## src/rtl/pe_seq_ctrl_if.sv

```systemverilog
// Bundle between the MAC-lane sequencer and its scheduler, buffers, PE and result sink.
// master = the sequencer, slave = everything around it.
interface pe_seq_ctrl_if #(
    parameter int ADDR_W = 10,
    parameter int LEN_W  = 10,
    parameter int OUT_W  = 8,
    parameter int ACC_W  = 20
);
    logic              cfg_start;
    logic [LEN_W-1:0]  cfg_len;
    logic [OUT_W-1:0]  cfg_num_out;
    logic              cfg_relu;
    logic [ADDR_W-1:0] cfg_act_base;
    logic [ADDR_W-1:0] cfg_wgt_base;
    logic              busy;
    logic              done;
    logic              buf_rd_en;
    logic [ADDR_W-1:0] act_addr;
    logic [ADDR_W-1:0] wgt_addr;
    logic              pe_en;
    logic              pe_reg_reset;
    logic              pe_mode_sel;
    logic [ACC_W-1:0]  pe_result;
    logic              res_valid;
    logic              res_ready;
    logic [ACC_W-1:0]  res_data;
    logic [OUT_W-1:0]  res_idx;

    modport master (
        input  cfg_start, cfg_len, cfg_num_out, cfg_relu, cfg_act_base, cfg_wgt_base,
        input  pe_result, res_ready,
        output busy, done, buf_rd_en, act_addr, wgt_addr,
        output pe_en, pe_reg_reset, pe_mode_sel,
        output res_valid, res_data, res_idx
    );

    modport slave (
        output cfg_start, cfg_len, cfg_num_out, cfg_relu, cfg_act_base, cfg_wgt_base,
        output pe_result, res_ready,
        input  busy, done, buf_rd_en, act_addr, wgt_addr,
        input  pe_en, pe_reg_reset, pe_mode_sel,
        input  res_valid, res_data, res_idx
    );
endinterface

```

## src/rtl/pe_seq_ctrl.sv

```systemverilog
// Sequencer for one pe_core MAC lane: walks act/wgt buffers for NUM_OUT dot products
// of LEN terms, aligns PE controls to buffer data and hands each result downstream.
module pe_seq_ctrl #(
    parameter int ADDR_W = 10,
    parameter int LEN_W  = 10,
    parameter int OUT_W  = 8,
    parameter int ACC_W  = 20,
    parameter int RD_LAT = 1,
    parameter int PE_LAT = 2
) (
    input  logic          clk,
    input  logic          reset,
    pe_seq_ctrl_if.master bus
);
    localparam int DRN = RD_LAT + PE_LAT;
    localparam int DW  = $clog2(DRN + 1);

    typedef enum logic [2:0] {IDLE, ISSUE, DRAIN, OUTPUT, FIN} state_t;

    state_t            state, state_nxt;
    logic [LEN_W-1:0]  len_q, k;
    logic [OUT_W-1:0]  nout_q, j;
    logic [ADDR_W-1:0] act_base_q, act_addr_q, wgt_addr_q;
    logic [DW-1:0]     dcnt;
    logic [ACC_W-1:0]  res_data_q;
    logic [OUT_W-1:0]  res_idx_q;
    logic              busy_q, done_q, mode_q, res_valid_q;
    logic              rd_en, start_acc, drain_last, res_hs, zero_job;
    logic [RD_LAT:0]   vld_pipe, first_pipe;

    always_ff @(posedge clk) begin
        if (reset) state <= IDLE;
        else       state <= state_nxt;
    end

    always_comb begin
        state_nxt  = state;
        rd_en      = 1'b0;
        start_acc  = 1'b0;
        drain_last = 1'b0;
        res_hs     = 1'b0;
        zero_job   = (bus.cfg_len == '0) || (bus.cfg_num_out == '0);
        unique case (state)
            IDLE: if (bus.cfg_start) begin
                start_acc = 1'b1;
                state_nxt = zero_job ? FIN : ISSUE;
            end
            ISSUE: begin
                rd_en = 1'b1;
                if (k == len_q - 1'b1) state_nxt = DRAIN;
            end
            DRAIN: if (dcnt == DW'(DRN - 1)) begin
                drain_last = 1'b1;
                state_nxt  = OUTPUT;
            end
            OUTPUT: if (res_valid_q && bus.res_ready) begin
                res_hs    = 1'b1;
                state_nxt = (j == nout_q - 1'b1) ? FIN : ISSUE;
            end
            FIN:     state_nxt = IDLE;
            default: state_nxt = IDLE;
        endcase
    end

    always_ff @(posedge clk) begin
        if (reset) begin
            len_q       <= '0;
            nout_q      <= '0;
            act_base_q  <= '0;
            act_addr_q  <= '0;
            wgt_addr_q  <= '0;
            k           <= '0;
            j           <= '0;
            dcnt        <= '0;
            res_data_q  <= '0;
            res_idx_q   <= '0;
            res_valid_q <= 1'b0;
            busy_q      <= 1'b0;
            done_q      <= 1'b0;
            mode_q      <= 1'b0;
        end else begin
            done_q <= 1'b0;
            dcnt   <= (state == DRAIN) ? dcnt + 1'b1 : '0;
            if (start_acc) begin
                len_q      <= bus.cfg_len;
                nout_q     <= bus.cfg_num_out;
                act_base_q <= bus.cfg_act_base;
                act_addr_q <= bus.cfg_act_base;
                wgt_addr_q <= bus.cfg_wgt_base;
                mode_q     <= bus.cfg_relu;
                busy_q     <= 1'b1;
                j          <= '0;
                k          <= '0;
            end
            // wgt_addr is never rewound: j*K+k falls out of running it straight through
            if (rd_en) begin
                k          <= k + 1'b1;
                act_addr_q <= act_addr_q + 1'b1;
                wgt_addr_q <= wgt_addr_q + 1'b1;
            end
            if (drain_last) begin
                res_data_q  <= bus.pe_result;
                res_idx_q   <= j;
                res_valid_q <= 1'b1;
            end
            if (res_hs) begin
                res_valid_q <= 1'b0;
                if (state_nxt == ISSUE) begin
                    j          <= j + 1'b1;
                    k          <= '0;
                    act_addr_q <= act_base_q;
                end
            end
            if (state == FIN) begin
                done_q <= 1'b1;
                busy_q <= 1'b0;
            end
        end
    end

    // Read strobe and first-term flag ride RD_LAT stages so they meet the buffer data
    assign vld_pipe[0]   = rd_en;
    assign first_pipe[0] = rd_en && (k == '0);

    always_ff @(posedge clk) begin
        if (reset) begin
            vld_pipe[RD_LAT:1]   <= '0;
            first_pipe[RD_LAT:1] <= '0;
        end else begin
            vld_pipe[RD_LAT:1]   <= vld_pipe[RD_LAT-1:0];
            first_pipe[RD_LAT:1] <= first_pipe[RD_LAT-1:0];
        end
    end

    assign bus.busy         = busy_q;
    assign bus.done         = done_q;
    assign bus.buf_rd_en    = rd_en;
    assign bus.act_addr     = act_addr_q;
    assign bus.wgt_addr     = wgt_addr_q;
    assign bus.pe_en        = vld_pipe[RD_LAT];
    assign bus.pe_reg_reset = first_pipe[RD_LAT];
    assign bus.pe_mode_sel  = mode_q;
    assign bus.res_valid    = res_valid_q;
    assign bus.res_data     = res_data_q;
    assign bus.res_idx      = res_idx_q;
endmodule

```

## src/flat_wrapper.sv

```systemverilog
// flat-port wrapper written by rule: the top's interface ports become plain ports
module pe_seq_ctrl_flat 
#(
    parameter int ADDR_W = 10,
    parameter int LEN_W  = 10,
    parameter int OUT_W  = 8,
    parameter int ACC_W  = 20,
    parameter int RD_LAT = 1,
    parameter int PE_LAT = 2
)
  (clk, reset, bus_cfg_start, bus_cfg_len, bus_cfg_num_out, bus_cfg_relu, bus_cfg_act_base, bus_cfg_wgt_base, bus_pe_result, bus_res_ready, bus_busy, bus_done, bus_buf_rd_en, bus_act_addr, bus_wgt_addr, bus_pe_en, bus_pe_reg_reset, bus_pe_mode_sel, bus_res_valid, bus_res_data, bus_res_idx);
  pe_seq_ctrl_if #(.ADDR_W(ADDR_W), .LEN_W(LEN_W), .OUT_W(OUT_W), .ACC_W(ACC_W)) bus_i ();
  input  logic clk;
  input  logic reset;
  input wire logic [$bits(bus_i.cfg_start)-1:0] bus_cfg_start;
  input wire logic [$bits(bus_i.cfg_len)-1:0] bus_cfg_len;
  input wire logic [$bits(bus_i.cfg_num_out)-1:0] bus_cfg_num_out;
  input wire logic [$bits(bus_i.cfg_relu)-1:0] bus_cfg_relu;
  input wire logic [$bits(bus_i.cfg_act_base)-1:0] bus_cfg_act_base;
  input wire logic [$bits(bus_i.cfg_wgt_base)-1:0] bus_cfg_wgt_base;
  input wire logic [$bits(bus_i.pe_result)-1:0] bus_pe_result;
  input wire logic [$bits(bus_i.res_ready)-1:0] bus_res_ready;
  output wire logic [$bits(bus_i.busy)-1:0] bus_busy;
  output wire logic [$bits(bus_i.done)-1:0] bus_done;
  output wire logic [$bits(bus_i.buf_rd_en)-1:0] bus_buf_rd_en;
  output wire logic [$bits(bus_i.act_addr)-1:0] bus_act_addr;
  output wire logic [$bits(bus_i.wgt_addr)-1:0] bus_wgt_addr;
  output wire logic [$bits(bus_i.pe_en)-1:0] bus_pe_en;
  output wire logic [$bits(bus_i.pe_reg_reset)-1:0] bus_pe_reg_reset;
  output wire logic [$bits(bus_i.pe_mode_sel)-1:0] bus_pe_mode_sel;
  output wire logic [$bits(bus_i.res_valid)-1:0] bus_res_valid;
  output wire logic [$bits(bus_i.res_data)-1:0] bus_res_data;
  output wire logic [$bits(bus_i.res_idx)-1:0] bus_res_idx;
  assign bus_i.cfg_start = bus_cfg_start;
  assign bus_i.cfg_len = bus_cfg_len;
  assign bus_i.cfg_num_out = bus_cfg_num_out;
  assign bus_i.cfg_relu = bus_cfg_relu;
  assign bus_i.cfg_act_base = bus_cfg_act_base;
  assign bus_i.cfg_wgt_base = bus_cfg_wgt_base;
  assign bus_i.pe_result = bus_pe_result;
  assign bus_i.res_ready = bus_res_ready;
  assign bus_busy = bus_i.busy;
  assign bus_done = bus_i.done;
  assign bus_buf_rd_en = bus_i.buf_rd_en;
  assign bus_act_addr = bus_i.act_addr;
  assign bus_wgt_addr = bus_i.wgt_addr;
  assign bus_pe_en = bus_i.pe_en;
  assign bus_pe_reg_reset = bus_i.pe_reg_reset;
  assign bus_pe_mode_sel = bus_i.pe_mode_sel;
  assign bus_res_valid = bus_i.res_valid;
  assign bus_res_data = bus_i.res_data;
  assign bus_res_idx = bus_i.res_idx;
  pe_seq_ctrl #(.ADDR_W(ADDR_W), .LEN_W(LEN_W), .OUT_W(OUT_W), .ACC_W(ACC_W), .RD_LAT(RD_LAT), .PE_LAT(PE_LAT)) u_core (.clk(clk), .reset(reset), .bus(bus_i));
endmodule
```

## config.mk

```make
export PLATFORM = sky130hd
export DESIGN_NAME = pe_seq_ctrl_flat
export DESIGN_NICKNAME = d
export VERILOG_FILES = /design/src/rtl/pe_seq_ctrl_if.sv /design/src/rtl/pe_seq_ctrl.sv /design/src/flat_wrapper.sv
export SDC_FILE = /design/constraint.sdc
export NUM_CORES = 1
export LEC_CHECK = 0
export CORE_UTILIZATION = 42
export DETAILED_ROUTE_END_ITERATION = 12
export PLACE_DENSITY = 0.69
export SYNTH_ARGS = -nofsm -noshare
export SYNTH_HDL_FRONTEND = slang
export SYNTH_SLANG_ARGS = --single-unit
export TNS_END_PERCENT = 5
```

## constraint.sdc

```tcl
create_clock -name clk -period 3.23 [get_ports clk]
set_input_delay 0.323 -clock clk [delete_from_list [all_inputs] [get_ports clk]]
set_output_delay 0.323 -clock clk [all_outputs]
set_load 0.01 [all_outputs]
```

==> parameters.txt <==
Parameter                              Value

Status
  Result of the run ... finished, violations left
  Violated checks ... DRC

Critical path
  Maximum fanout along the worst path ... 19
  Class of the most critical setup path ... flip-flop to flip-flop
  CP Cell Sequence ... inv_1 -> ha_1 -> xnor2_1 -> xnor2_1 -> nor4_1 -> a31o_1 -> buf_4 -> nor2_2 -> a311oi_2
  Critical Path End Type ... flip-flop
  Launching element type of the critical path ... flip-flop
  Longest individual stage delay on the worst path ... 0.43 ns
  Critical Path RT ... 3.50 ns
  Slowest stage cell, crit path ... sky130_fd_sc_hd__dfxtp_1
  Setup slack on the worst flop-to-flop path ... 0.68 ns
  Cell occurring most often along the worst timing path ... sky130_fd_sc_hd__xnor2_1
  Arrival time of the worst setup path ... 2.82 ns

Placement
  Weighted congestion at the end of routability-driven global placement ... 0.829
  Port buffer count ... 117
  Placed wire-length estimate ... 9340 um

Detailed routing
  Drt first pass iters ... 9
  Drt wl/cell ... 14.9 um
  DRT Wirelength ... 13,200 um
  Number of nets with antenna violations after routing ... 0
  DRC Markers ... 4
  DRC violation total after the first TritonRoute iteration ... 322
  Mean number of vias per cell ... 5.45
  Vias post-DR ... 4,851

GRT
  Number of antenna violations at the first check in global routing ... 0
  Overflow after GRT ... 0
  Number of global-route vias before repair ... 4,705
  Global-route wire length before repair ... 22,200 um
  Combined global-route utilization of all metal layers ... 0.217
  Maximum number of pins on one net before global-route repair ... 47

Synth
  Number of synthesized flops with an enable pin ... 0
  Register area share after synthesis ... 0.412
  Count leader, synth ... sky130_fd_sc_hd__nand2_1
  Post-synthesis average cell area ... 7.94 um^2
  Share of synthesized flip-flops with an asynchronous set or reset ... 0
  Leading register cell type out of synthesis ... sky130_fd_sc_hd__dfxtp_1
  FF+latch count, synth ... 105
  Library cell with the largest summed area after synthesis ... sky130_fd_sc_hd__dfxtp_1
  Cell Area, Synth ... 5110 um^2
  Syn Inst Count ... 643
  Most frequent cells after synthesis ... 146 x sky130_fd_sc_hd__nand2_1, 105 x sky130_fd_sc_hd__dfxtp_1, 78 x sky130_fd_sc_hd__a21oi_1
  Number of nets in the synthesized netlist ... 714
  Main area contributors after synthesis ... sky130_fd_sc_hd__dfxtp_1 41%, sky130_fd_sc_hd__nand2_1 11%, sky130_fd_sc_hd__a21oi_1 7.6%, sky130_fd_sc_hd__xnor2_1 3.6%, sky130_fd_sc_hd__nor2_1 2.6%
  Post-synth cell types ... 59
  Area share of the leading cell type in the synthesized netlist ... 0.412
  Synth Warn # ... 0

STA
  Setup TNS ... 0 ns
  Final critical path time including I/O delays and setup ... 2.55 ns
  Worst-case headroom to the max-slew limit ... 0.364
  Post-route clock period utilization ... 0.790
  Worst Max-Slew Pin Slew ... 0.951 ns
  Count of final hold-check violations ... 0
  RSZ-0062 raised after global routing ... no
  Max Slew Vio Count ... 0
  FMAX ... 0.392 GHz
  Post-Route Skew ... 0.0106 ns
  Smallest hold slack ... 0.413 ns
  Setup violation total in the final timing report ... 0

Layout
  Fraction of final layout cells sized beyond drive strength 1 ... 0.0763
  Net count reported at finish ... 813
  Diode count ... 0
  Signed area change from the synthesized netlist to the final layout ... 29.7%

Floorplan
  Number of rows in the core area ... 39
  Effective utilization at floorplan ... 0.440
  Number of top-level pins ... 118
  Die height ... 112 um
  Die area ... 12,600 um^2
  Area of the placeable core ... 11,600 um^2
  Die X ... 112 um

CTS
  TritonCTS clock tree ... done
  Root cell of the clock tree ... sky130_fd_sc_hd__clkbuf_16
  Post-cts gate resize count ... 0
  CTS Hold Bufs ... 0
  Count of buffers added by post-CTS timing repair for setup ... 0
  H-tree levels ... 3
  Clk_lat worst skew ... 0.35 ns
  Max Buffers Root-to-Sink ... 2
  Number of clock sinks ... 105
  Reg clk slew, reported paths ... 0.07 ns
  Cts bufs inserted ... 9

Hold path
  HP Class ... flip-flop to flip-flop

Flow run
  Max-Cap Viols ... 0

Power and ir drop
  Leak Pwr ... 2.37 nW
  Maximum resistive drop on vdd ... 0.000250 V
  Power Dens Cells ... 435 nW/um^2
-- worst paths after layout --
check,startpoint,to,cells past startpoint
worst max-delay path,u_core.nout_q[0]$_SDFFE_PP0P_,u_core.bus.act_addr[5]$_SDFF_PP0_,9
worst min-delay path,u_core.dcnt[0]$_SDFF_PP0_,u_core.dcnt[0]$_SDFF_PP0_,1
worst max register to register,u_core.nout_q[0]$_SDFFE_PP0P_,u_core.bus.act_addr[5]$_SDFF_PP0_,9
worst min register to register,u_core.dcnt[0]$_SDFF_PP0_,u_core.dcnt[0]$_SDFF_PP0_,1
-- power by group --
group          internal [W]  switching (W)
sequential          0.00134      0.0000572
combinational      0.000229       0.000219
clock              0.000533       0.000501
-- kinds of logic after synthesis --
| group | synth area share |
|---|---|
| and+or+nand+nor | 0.274 |
| AOI/OAI and AO/OA | 0.198 |
| DFF | 0.412 |
| buffers and inverters | 0.0465 |
| xor gates and xnor gates | 0.0429 |
| adders and majority gates | 0.0196 |
| muxes | 0.00784 |
-- through the flow --
stage / setup WS (ns) / cell area [um^2] / util / instances / power (W)
3_5_place_dp: 0.700 / 6350 / 0.547 / 874 / 0.00187
4_1_cts: 0.687 / 6630 / 0.571 / 890 / 0.00292
6_report: 0.680 / 6630 / 0.571 / 890 / 0.00288
2_1_floorplan: 1.02 / 5110 / - / 643 / 0.00167
5_1_grt: 0.492 / 6630 / 0.571 / 890 / 0.00303
3_3_place_gp: 0.813 / 6350 / 0.547 / 874 / 0.00186
-- flip-flops by register name, summed over array words and instances (netlist names) --
| register | cells |
|---|---|
| u_core.bus.res_data | 20 |
| u_core.act_base_q | 10 |
| u_core.bus.act_addr | 10 |
| u_core.bus.wgt_addr | 10 |
| u_core.k | 10 |
| u_core.len_q | 10 |
| u_core.bus.res_idx | 8 |
| u_core.j | 8 |
| u_core.nout_q | 8 |
| u_core.state | 3 |
| u_core.dcnt | 2 |
| u_core.bus.busy | 1 |
| u_core.bus.done | 1 |
| u_core.bus.pe_en | 1 |
| u_core.bus.pe_mode_sel | 1 |
| u_core.bus.pe_reg_reset | 1 |
| u_core.bus.res_valid | 1 |
-- critical path: cells and delay by family (launching register included) --
kind | cells | cell delay, ns
compound gates | 2 | 0.67
xor+xnor | 2 | 0.27
fa+ha+maj | 1 | 0.22
buf+inv | 2 | 0.41
flops | 1 | 0.43
simple gates | 2 | 0.47
-- cells in the final DEF (no fill, tap or decap), types with 5 or more instances in the layout --
cell type and count:
sky130_fd_sc_hd__clkdlybuf4s50_1 116, sky130_fd_sc_hd__nand3_1 26, sky130_fd_sc_hd__clkbuf_16 9, sky130_fd_sc_hd__o21ai_0 17, sky130_fd_sc_hd__nor2_1 35, sky130_fd_sc_hd__ha_1 8, sky130_fd_sc_hd__or3_1 6, sky130_fd_sc_hd__and3_1 16
sky130_fd_sc_hd__a31oi_1 8, sky130_fd_sc_hd__nor3_1 8, sky130_fd_sc_hd__a311oi_2 8, sky130_fd_sc_hd__nor4_1 7, sky130_fd_sc_hd__a221oi_1 5, sky130_fd_sc_hd__nor2_2 9, sky130_fd_sc_hd__or3b_1 5, sky130_fd_sc_hd__nand2_1 146
sky130_fd_sc_hd__or2_2 5, sky130_fd_sc_hd__dfxtp_1 105, sky130_fd_sc_hd__and2_1 6, sky130_fd_sc_hd__inv_1 10, sky130_fd_sc_hd__a21o_1 7, sky130_fd_sc_hd__xnor2_1 21, sky130_fd_sc_hd__o211ai_1 9, sky130_fd_sc_hd__buf_4 12
sky130_fd_sc_hd__a21oi_1 78, sky130_fd_sc_hd__nand2b_1 5
-- cell type report --
cell class	instances	area (um^2)
Clock buffer	10	229
Sequential cell	105	2100
Fill cell	1083	4990
Timing Repair Buffer	129	1260
Tap cell	143	179
Clock inverter	6	48.8
Inverter	11	41.3
Multi-Input combinational cell	486	2770
-- metal layers --
metal | track usage | wire, um | vias up
met3 | 0.0772 | 949 | 8
met2 | 0.366 | 6250 | 121
met1 | 0.267 | 5920 | 2281
met4 | 0.0480 | 130 | 0
met5 | 0 | 0 | -
li1 | - | - | 2441
Power figures use the tool's default switching activity.
